### src/rtl/locker_ctrl.sv
// locker_ctrl: registered sequencing controller for the keypad combination lock.
// Takes one digit per digit_valid strobe, tracks progress through a 5-digit code,
// counts failed attempts, enforces a timed lockout, and holds the lock open for a
// bounded time before relocking.
//
// Ports:
//   clk          rising-edge clock
//   reset        synchronous, active-high reset
//   digit        keypad digit, sampled only when digit_valid=1
//   digit_valid  one-cycle strobe: digit is valid this cycle
//   relock       request immediate relock while OPEN
//   ready        1 = a digit_valid this cycle will be consumed (IDLE/ENTRY only)
//   locked       0 only in OPEN
//   lockout      1 only in LOCKOUT
//   progress     correct digits entered so far in the current attempt (0..4)
//   fail_count   failed attempts since last success/lockout
//   err_pulse    1-cycle pulse on the cycle after a wrong digit is consumed
module locker_ctrl #(
    parameter logic [19:0] CODE           = 20'h33525,
    parameter int unsigned MAX_FAILS      = 3,
    parameter int unsigned LOCKOUT_CYCLES = 16,
    parameter int unsigned OPEN_CYCLES    = 8
) (
    input  logic       clk,
    input  logic       reset,
    input  logic [3:0] digit,
    input  logic       digit_valid,
    input  logic       relock,
    output logic       ready,
    output logic       locked,
    output logic       lockout,
    output logic [2:0] progress,
    output logic [1:0] fail_count,
    output logic       err_pulse
);

    localparam int unsigned TimerMax =
        (LOCKOUT_CYCLES > OPEN_CYCLES) ? LOCKOUT_CYCLES : OPEN_CYCLES;
    // Timer only ever holds load values (max-1), so clog2(max) bits suffice.
    localparam int unsigned TimerW = (TimerMax > 1) ? $clog2(TimerMax) : 1;
    localparam logic [TimerW-1:0] OpenLoad = TimerW'(OPEN_CYCLES - 1);
    localparam logic [TimerW-1:0] LockLoad = TimerW'(LOCKOUT_CYCLES - 1);
    localparam logic [2:0]        MaxFails = 3'(MAX_FAILS);

    typedef enum logic [1:0] {StIdle, StEntry, StOpen, StLockout} state_e;

    state_e            state_q, state_d;
    logic [TimerW-1:0] timer_q, timer_d;
    logic              locked_q, locked_d;
    logic              lockout_q, lockout_d;
    logic [2:0]        progress_q, progress_d;
    logic [1:0]        fail_q, fail_d;
    logic              err_q, err_d;

    logic [4:0] shamt;
    logic [3:0] expected;
    logic [2:0] fail_inc;

    // First-entered nibble sits in the top of CODE.
    always_comb begin
        shamt    = 5'd16 - {progress_q, 2'b00};
        expected = 4'(CODE >> shamt);
        fail_inc = {1'b0, fail_q} + 3'd1;
    end

    always_comb begin
        state_d    = state_q;
        timer_d    = timer_q;
        locked_d   = locked_q;
        lockout_d  = lockout_q;
        progress_d = progress_q;
        fail_d     = fail_q;
        err_d      = 1'b0;

        unique case (state_q)
            StIdle, StEntry: begin
                if (digit_valid) begin
                    if (digit == expected) begin
                        if (progress_q == 3'd4) begin
                            state_d    = StOpen;
                            locked_d   = 1'b0;
                            progress_d = 3'd0;
                            fail_d     = 2'd0;
                            timer_d    = OpenLoad;
                        end else begin
                            state_d    = StEntry;
                            progress_d = progress_q + 3'd1;
                        end
                    end else begin
                        // Wrong digit is discarded, never re-checked as a first digit.
                        state_d    = StIdle;
                        progress_d = 3'd0;
                        err_d      = 1'b1;
                        if (fail_inc == MaxFails) begin
                            state_d   = StLockout;
                            lockout_d = 1'b1;
                            fail_d    = 2'd0;
                            timer_d   = LockLoad;
                        end else begin
                            fail_d = fail_inc[1:0];
                        end
                    end
                end
            end
            StOpen: begin
                if (timer_q == '0 || relock) begin
                    state_d  = StIdle;
                    locked_d = 1'b1;
                end else begin
                    timer_d = timer_q - 1'b1;
                end
            end
            StLockout: begin
                if (timer_q == '0) begin
                    state_d   = StIdle;
                    lockout_d = 1'b0;
                end else begin
                    timer_d = timer_q - 1'b1;
                end
            end
            default: begin
                state_d    = StIdle;
                timer_d    = '0;
                locked_d   = 1'b1;
                lockout_d  = 1'b0;
                progress_d = 3'd0;
                fail_d     = 2'd0;
            end
        endcase
    end

    always_ff @(posedge clk) begin
        if (reset) begin
            state_q    <= StIdle;
            timer_q    <= '0;
            locked_q   <= 1'b1;
            lockout_q  <= 1'b0;
            progress_q <= 3'd0;
            fail_q     <= 2'd0;
            err_q      <= 1'b0;
        end else begin
            state_q    <= state_d;
            timer_q    <= timer_d;
            locked_q   <= locked_d;
            lockout_q  <= lockout_d;
            progress_q <= progress_d;
            fail_q     <= fail_d;
            err_q      <= err_d;
        end
    end

    assign ready      = (state_q == StIdle) || (state_q == StEntry);
    assign locked     = locked_q;
    assign lockout    = lockout_q;
    assign progress   = progress_q;
    assign fail_count = fail_q;
    assign err_pulse  = err_q;

endmodule

### config.mk
export PLATFORM = sky130hd
export DESIGN_NAME = locker_ctrl
export DESIGN_NICKNAME = d
export VERILOG_FILES = /design/src/rtl/locker_ctrl.sv
export SDC_FILE = /design/constraint.sdc
export NUM_CORES = 1
export LEC_CHECK = 0
export BUFFER_PORTS_ARGS = -buffer_cell sky130_fd_sc_hd__buf_2
export CAP_MARGIN = 10
export CELL_PAD_IN_SITES_DETAIL_PLACEMENT = 1
export CELL_PAD_IN_SITES_GLOBAL_PLACEMENT = 2
export CORE_MARGIN = 2
export CORE_UTILIZATION = 31
export CTS_CLUSTER_SIZE = 40
export DETAILED_ROUTE_END_ITERATION = 8
export MAX_ROUTING_LAYER = met4
export PLACE_DENSITY_LB_ADDON = 0.1
export SYNTH_ARGS = -nofsm -noshare
export SYNTH_HDL_FRONTEND = slang
export SYNTH_SLANG_ARGS = --single-unit
### constraint.sdc
create_clock -name clk -period 2.89 [get_ports clk]
set_input_delay 0.578 -clock clk [delete_from_list [all_inputs] [get_ports clk]]
set_output_delay 0.578 -clock clk [all_outputs]
set_load 0.01 [all_outputs]
==> summary.md, run 1 <==
| Metric | Value |
|---|---|
| Hpwl dp | between 1500 and 2000 um |
| Fillers | 330 |
| Inserted Diodes | 0 |
| RD Place Congestion | roughly 0.75 |
| Asr flop ratio synth | 0 |
| Total CTS buffers | 3 |
| # rows | 19 |
| Worst relative slew slack | 0.617 |
| First-pass GRT wire length | ~4000 um |
| Htree depth | 1 |
| Arr. time, crit path | approximately 2900 ps |
| Synth Flop Type | dfxtp_1 |
| Most common cell after layout, fill and taps aside | buf_2 |
| Warnings, synthesis | 0 |
| Fin util | 0.380 |
| Drc violations | 0 |
| Final setup viols | 0 |
| Die H | about 56 um |
| CP max FO | 6 |
| Worst slew pin tran | 570 ps |
| Initial DRC count | 25 |
| GRT Total Usage | 0.165 |
| Netlist cell types | 35 |
| Status | completed |
| Routed len/inst | between 15 and 20 um |
| Area grow syn2layout | 19.7% |
| WL final | approximately 2300 um |
| Leak pwr | between 0.4 and 0.5 nW |
| EDFF count, synth | 0 |
| IO Count | 17 |
| Max VDD drop | 236 uV |
| Synth Instances | around 100 |
| Placed cell area | 978 um2 |
| Final Hold Vio Count | 0 |
| Via count | 808 |
| Total gr overflow | 0 |
| Largest net degree at the start of global routing | 13 |
| Design area | roughly 1000 um2 |
| Commonest cells after routing, fill and taps aside | 16 x buf_2, 13 x dfxtp_1, 9 x nor2_1, 9 x a21oi_1, 8 x nand2_1 |
| CTS tree | built |
| Die W | 56.4 um |
| Clk buf depth | 2 |
| Pins Over Slew Limit | 0 |
| Sequential-to-total area share from yosys stat | 0.329 |
| Initial cell density of the core | 0.317 |
| DR pass1 iterations | 4 |
| Number of synthesized register bits | 14 |
| Worst EP required | between 3000 and 4000 ps |
| Net total in the final layout | 139 |
| Full die area | about 3200 um2 |
| Synthesized cell area | 852 um2 |
| Hold Crit Class | reg2reg |
| Period utilization | 0.933 |
| Non-filler cells, final | roughly 150 |
| Dpl cells | about 150 |
| Clk_lat worst skew | roughly 280 ps |
| TritonCTS Sinks | 14 |
| Synth Net Count | ~120 |
| Pwr Density | 378 nW/um2 |
| Share of cells above drive strength 1 | 0.244 |
| Core area | 2690 um2 |
| Reg clk slew, reported paths | roughly 90 ps |
| Hold Path Stages | 2 |
| RSZ-0062 raised after global routing | no |
| Initial antenna violation count | 0 |
| Mapped Avg Cell Area | 8.35 um2 |
| Clock root buffer | clkbuf_4 |
| Fmax | 0.371 GHz |
| Worst reg2reg path depth | 10 |
| Setup TNS | 0 ps |
| Hold-fix buffers at CTS | 0 |
| Critical Path Start Type | flop |
| Setup crit end kind | flop |
| Crit Path Class | reg2reg |
| Setup Skew | 1.63 ps |
| Routed vias/inst | ~5.2 |
| PortBufs | 16 |
| Minimum clock period | about 2700 ps |
| Vias in the first global route | about 830 |
| Max-cap violation count | 0 |
| Post-route ant nets | 0 |
-- where the power goes --
group | internal (W) | switching [W]
Sequential | 0.000199 | 0.00000601
Combinational | 0.0000295 | 0.0000386
Clock | 0.0000483 | 0.0000642
Total | 0.000277 | 0.000109
-- logic make-up after synthesis --
group                      synth area share
muxes                                0.0250
and+or+nand+nor                       0.263
DFF                                   0.329
AOI/OAI and AO/OA                     0.251
buffers and inverters                0.0441
adders and majority gates            0.0881
-- stage by stage --
step	power [W]	hold slack, ps	setup WS, ps
after floorplan	0.000254	459	311
after global placement	0.000275	477	243
after detailed placement	0.000277	497	108
after CTS	0.000391	511	84.6
after global routing	0.000415	537	81.2
final	0.000386	502	195
-- state kept, by name, summed over array words and instances (netlist names) --
| name | flops |
|---|---|
| progress | 3 |
| err_pulse | 1 |
| state_q | 2 |
| fail_count | 2 |
| locked | 1 |
| timer_q | 4 |
| lockout | 1 |
-- cell usage after synthesis (2+ instances only) --
library cell | number | area, um2
a21oi_1 | 9 | 45.0
clkbuf_1 | 2 | 7.51
dfxtp_1 | 14 | 280
ha_1 | 6 | 75.1
inv_1 | 7 | 26.3
nand2_1 | 8 | 30.0
nand2b_1 | 5 | 31.3
nor2_1 | 10 | 37.5
nor2b_1 | 7 | 43.8
nor3_1 | 3 | 15.0
nor3b_1 | 3 | 22.5
o21ai_0 | 5 | 25.0
-- cell type report --
type                       count  area (um2)  area share
inverter                       8        30.0      0.0294
clock buffer                   3        22.5      0.0221
timing repair buffer          20         110       0.108
multi-input combinational     78         537       0.526
sequential                    14         282       0.276
tap                           31        38.8      0.0380
-- worst max-delay path, cell delays in order, from the launching register on --
cell and delay, ps:
dfxtp_2 380, inv_1 110, ha_1 220, ha_1 360, mux2_1 340, o32a_1 200
and3_4 200, a2111oi_4 330, buf_4 190, o21ai_1 70, a32o_1 200
-- repair_timing --
action	in CTS	in global routing
endpoints found under the hold margin	0	0
endpoints found under the setup margin	0	8
buffers inserted	0	2
resized for setup	0	2
-- metal layers --
layer	track usage	wire length [um]
met2	0.248	1100
met4	0.0748	14
met1	0.214	1160
met3	0.0323	50
met5	-	0
-- worst paths after layout --
path          startpoint     endpoint  slack, ps
max reg2reg  progress[0]   timer_q[3]        190
max          progress[0]   timer_q[3]        190
min          progress[0]  progress[0]        500
min reg2reg  progress[0]  progress[0]        500
Power figures use the tool's default switching activity.
==> inputs of run 2 (changes only) <==
CORE_ASPECT_RATIO = 1.2   (was not set)
==> summary.md, run 2 (synthesis results as in run 1) <==
| Metric | Value |
|---|---|
| Setup TNS | 0 ps |
| Crit Path Class | reg2reg |
| PortBufs | 16 |
| Max VDD drop | approximately 210 uV |
| TritonCTS Sinks | 14 |
| Clk_lat worst skew | 280 ps |
| Placed cell area | between 900 and 1000 um2 |
| Min-delay src | progress[0] |
| Routed vias/inst | 5.11 |
| Clk buf depth | 2 |
| Hold Path Stages | 2 |
| Worst reg2reg path endpoint | timer_q[3] |
| Full die area | 3190 um2 |
| Worst EP required | slightly above 3000 ps |
| DR pass1 iterations | 4 |
| Worst reg2reg path depth | 9 |
| Core area | 2580 um2 |
| Commonest cells after routing, fill and taps aside | 16 x buf_2, 13 x dfxtp_1, 10 x nor2_1 |
| Top reg by flops | timer_q |
| GRT Total Usage | 0.169 |
| Drc violations | 0 |
| Arr. time, crit path | 2910 ps |
| Area grow syn2layout | 23.1% |
| Most common cell after layout, fill and taps aside | buf_2 |
| # rows | 20 |
| Initial antenna violation count | 0 |
| Leak pwr | roughly 0.43 nW |
| Design area | 1050 um2 |
| RD Place Congestion | just over 0.7 |
| Pwr Density | between 300 and 400 nW/um2 |
| Max-cap violation count | 0 |
| Max reg flops | 4 |
| CTS tree | built |
| Setup crit end kind | flop |
| Worst relative slew slack | 0.636 |
| Total CTS buffers | 3 |
| R2R Path Start | progress[0] |
| Setup Skew | roughly 1.7 ps |
| WL final | 2280 um |
| Largest net degree at the start of global routing | 13 |
| Minimum clock period | 2730 ps |
| Pins Over Slew Limit | 0 |
| Routed len/inst | approximately 14 um |
| CP max FO | 6 |
| Via count | slightly above 800 |
| IO Count | 17 |
| Initial cell density of the core | 0.331 |
| Total gr overflow | 0 |
| Period utilization | 0.945 |
| Final Hold Vio Count | 0 |
| R2r setup slk | roughly 160 ps |
| Reg clk slew, reported paths | 90 ps |
| Initial DRC count | 10 |
| Clock root buffer | clkbuf_4 |
| Final setup viols | 0 |
| Inserted Diodes | 0 |
| Vias in the first global route | between 800 and 900 |
| Die W | a little over 50 um |
| Hpwl dp | between 1500 and 2000 um |
| Status | completed |
| Net total in the final layout | around 140 |
| Die H | approximately 60 um |
| Fmax | around 0.37 GHz |
| Share of cells above drive strength 1 | 0.254 |
| Worst slew pin tran | 542 ps |
| Critical Path Start Type | flop |
| Htree depth | 1 |
| Worst Hold End | progress[0] |
| Fin util | 0.407 |
| First-pass GRT wire length | approximately 3800 um |
| RSZ-0062 raised after global routing | no |
| Post-route ant nets | 0 |
| Hold Crit Class | reg2reg |
| Final hold slack | about 490 ps |
==> run 2: timing repair <==
| item | CTS | global route |
|---|---|---|
| endpoints found under the hold margin | 0 | 0 |
| setup endpoints to repair | 0 | 8 |
| hold buffers | 0 | 0 |
| buffers inserted | 0 | 3 |
| resized for setup | 0 | 1 |
==> run 2: area by class of cell <==
cell class	count	area, um2
repair buffers	22	125
inverters	8	30.0
multi-input cells	78	534
fillers	311	1530
flip-flops and latches	14	282
well taps	33	41.3
clock buffers	4	36.3
==> run 2: metal layers <==
metal  GRT usage  wire [um]
met3      0.0291         38
met1       0.189       1010
met2       0.293       1220
met4      0.0789         15
met5           -          0
==> run 2: power breakdown <==
part           internal (W)  switching (W)   total, W
registers          0.000199     0.00000641   0.000206
clock network     0.0000766      0.0000663   0.000143
logic             0.0000321      0.0000379  0.0000700
==> run 2: metrics by stage <==
step                power (W)  std cells  setup slack (ps)
finish               0.000419        159               158
floorplan            0.000254        102               311
global placement     0.000279        152               229
detailed placement   0.000279        152               121
global route         0.000444        159              7.01
CTS                  0.000426        156               108
==> run 2: how the worst max path moves through the flow <==
stage                     start         end
global placement    progress[0]  timer_q[3]
detailed placement  progress[0]  timer_q[3]
CTS                 progress[0]  timer_q[3]
finish              progress[0]  timer_q[3]
floorplan           progress[0]  timer_q[3]
global route        progress[1]  timer_q[3]
==> run 2: critical path, stage by stage (launching register included) <==
cell	delay (ps)
dfxtp_2	380
inv_1	100
ha_1	220
ha_1	350
mux2_1	340
o32a_1	210
and3_4	200
a2111oi_4	500
o21ai_1	120
a32o_1	210
==> inputs of run 3 (changes only) <==
ABC_AREA = 1   (was not set)
CORE_UTILIZATION = 29   (was 31)
SETUP_SLACK_MARGIN = 0.4   (was not set)
==> summary.md, run 3 <==
| Metric | Value |
|---|---|
| CP max stage cell | dfxtp_1 |
| Number of synthesized register bits | 14 |
| Min setup slack post-route | about 830 ps |
| Reg clk slew, reported paths | about 90 ps |
| Fmax | approximately 0.48 GHz |
| Mapped Avg Cell Area | 6.92 um2 |
| Routed len/inst | 11.9 um |
| Worst relative slew slack | 0.793 |
| Placed cell area | 1060 um2 |
| Initial DRC count | 21 |
| Largest delay contributor family on the critical path | simple AND/OR/NAND/NOR gates |
| Status | completed |
| Drc violations | 0 |
| RSZ-0062 raised after global routing | no |
| Largest net degree at the start of global routing | 10 |
| Hpwl dp | 1930 um |
| Synth Instances | about 140 |
| Via count | just under 900 |
| CP max FO | 5 |
| GRT Total Usage | 0.145 |
| Final setup viols | 0 |
| Max reg flops | 4 |
| Worst slew pin tran | 309 ps |
| Clk buf depth | 2 |
| R2R Path Start | progress[0] |
| Synth area leaders | dfxtp_1 30%, nand2_1 9.2%, inv_1 8.4%, ha_1 8.0%, nand2_2 7.4% |
| TritonCTS Sinks | 14 |
| Post-synth top cells | 23 x nand2_1, 21 x inv_1, 14 x dfxtp_1 |
| Worst reg2reg path depth | 15 |
| Total CTS buffers | 3 |
| Min-delay src | lockout |
| Setup TNS | 0 ps |
| Full die area | roughly 3700 um2 |
| RD Place Congestion | 0.768 |
| Warnings, synthesis | 0 |
| Initial cell density of the core | 0.303 |
| Design area | about 1100 um2 |
| Cts repair resizes | 0 |
| Pins Over Slew Limit | 0 |
| Dpl ws | just over 800 ps |
| Fillers | ~400 |
| Inserted Diodes | 0 |
| Most numerous cell in the Yosys netlist | nand2_1 |
| Core area | ~3100 um2 |
| Netlist cell types | 26 |
| Yosys top cell area share | 0.300 |
| Crit. Startpoint | progress[0] |
| Minimum clock period | 2060 ps |
| PortBufs | 16 |
| Area grow syn2layout | 15.4% |
| Net total in the final layout | roughly 170 |
| Max-cap violation count | 0 |
| IO Count | 17 |
| Top reg by flops | timer_q |
| Fin util | 0.350 |
| First-pass GRT wire length | a little over 4000 um |
| Synth Flop Type | dfxtp_1 |
| Stages on worst setup path | 15 |
| Hold Path Stages | 2 |
| Cell accounting for the most synthesized area | dfxtp_1 |
| Worst EP required | approximately 3100 ps |
| Setup Buffers After CTS | 0 |
| Critical Path Start Type | flop |
| # rows | 22 |
| Synthesized cell area | ~930 um2 |
| Clock root buffer | clkbuf_4 |
| EDFF count, synth | 0 |
| Share of cells above drive strength 1 | 0.307 |
| CTS tree | built |
| Arr. time, crit path | 2240 ps |
| WL final | around 2300 um |
| Routed vias/inst | roughly 4.6 |
| Final Hold Vio Count | 0 |
| Sequential-to-total area share from yosys stat | 0.300 |
| Die H | 66.2 um |
| Vias in the first global route | 944 |
| Synth Net Count | 149 |
| Initial antenna violation count | 0 |
| Pwr Density | ~420 nW/um2 |
| Most common cell after layout, fill and taps aside | nand2_1 |
| Leak pwr | roughly 0.57 nW |
| Die W | approximately 56 um |
| Commonest cells after routing, fill and taps aside | 23 x nand2_1, 21 x inv_1, 16 x buf_2 |
| Setup crit end kind | flop |
| Total gr overflow | 0 |
| Htree depth | 1 |
| Hold-fix buffers at CTS | 0 |
| Post-route ant nets | 0 |
| Crit-path max cell delay | roughly 390 ps |
| Setup Skew | roughly 5.0 ps |
| DR pass1 iterations | 3 |
| Critical path, cell by cell | inv_2 > ha_1 > ha_1 > inv_2 > nand2_2 > nand3_1 > nand2_1 > nor2_2 > nand2_2 > nand2_4 > nand3_2 > nand2_2 > nand2_1 > nand2_1 > inv_1 |
| Asr flop ratio synth | 0 |
| Period utilization | 0.714 |
| Buf/Inv on CP | 3 |
| Max VDD drop | roughly 230 uV |
| Crit Path Class | reg2reg |
| Clk_lat worst skew | 280 ps |
| Hold Crit Class | reg2reg |
[run 3: cell types whose count changed in the layout (fill, tap and decap cells not counted), moves of 3 or more]
cell,change
nand2_2,+11
nor3b_1,-3
nor2b_1,-7
nand3_1,+7
o21ai_1,+3
nor2_2,+3
inv_1,+14
nand2b_1,-5
buf_4,-6
nand2_1,+15
inv_2,+6
[run 3: area by class of cell]
class	instances	area, um2	area share
Clock buffer	3	22.5	0.0209
Inverter	28	105	0.0974
Multi-Input combinational cell	92	546	0.506
Sequential cell	14	280	0.260
Tap cell	36	45.0	0.0418
Timing Repair Buffer	16	80.1	0.0742
[run 3: logic make-up after synthesis]
group | count (synthesis) | share of synthesized area
flops | 14 | 0.300
fa+ha+maj | 6 | 0.0803
buf+inv | 29 | 0.116
simple gates | 63 | 0.359
compound gates | 20 | 0.116
xor+xnor | 3 | 0.0281
[run 3: path summary, 6_finish.rpt]
path,slack (ps),end
hold / removal,450,lockout
setup reg to reg,830,timer_q[0]
hold reg to reg,450,lockout
setup / recovery,830,timer_q[0]
[run 3: worst min-delay path: stages, from the launching register on]
cell	delay (ps)
dfxtp_1	310
inv_1	40
a21oi_1	50
[run 3: power by group]
| group | internal (W) | switching [W] |
|---|---|---|
| logic | 0.0000478 | 0.0000827 |
| registers | 0.000206 | 0.00000907 |
| clock network | 0.0000483 | 0.0000628 |
[run 3: per-stage QoR]
step	std cells	hold WS (ps)	power, W
2_1_floorplan	135	452	0.000317
3_3_place_gp	186	439	0.000350
3_5_place_dp	186	449	0.000353
4_1_cts	189	461	0.000465
5_1_grt	189	471	0.000493
6_report	189	453	0.000456
[run 3: per-layer routing]
layer	track usage	wire [um]	up-vias
li1	-	-	457
met1	0.148	964	404
met2	0.281	1220	7
met3	0.0137	42	2
met4	0.0625	22	0
met5	-	0	-
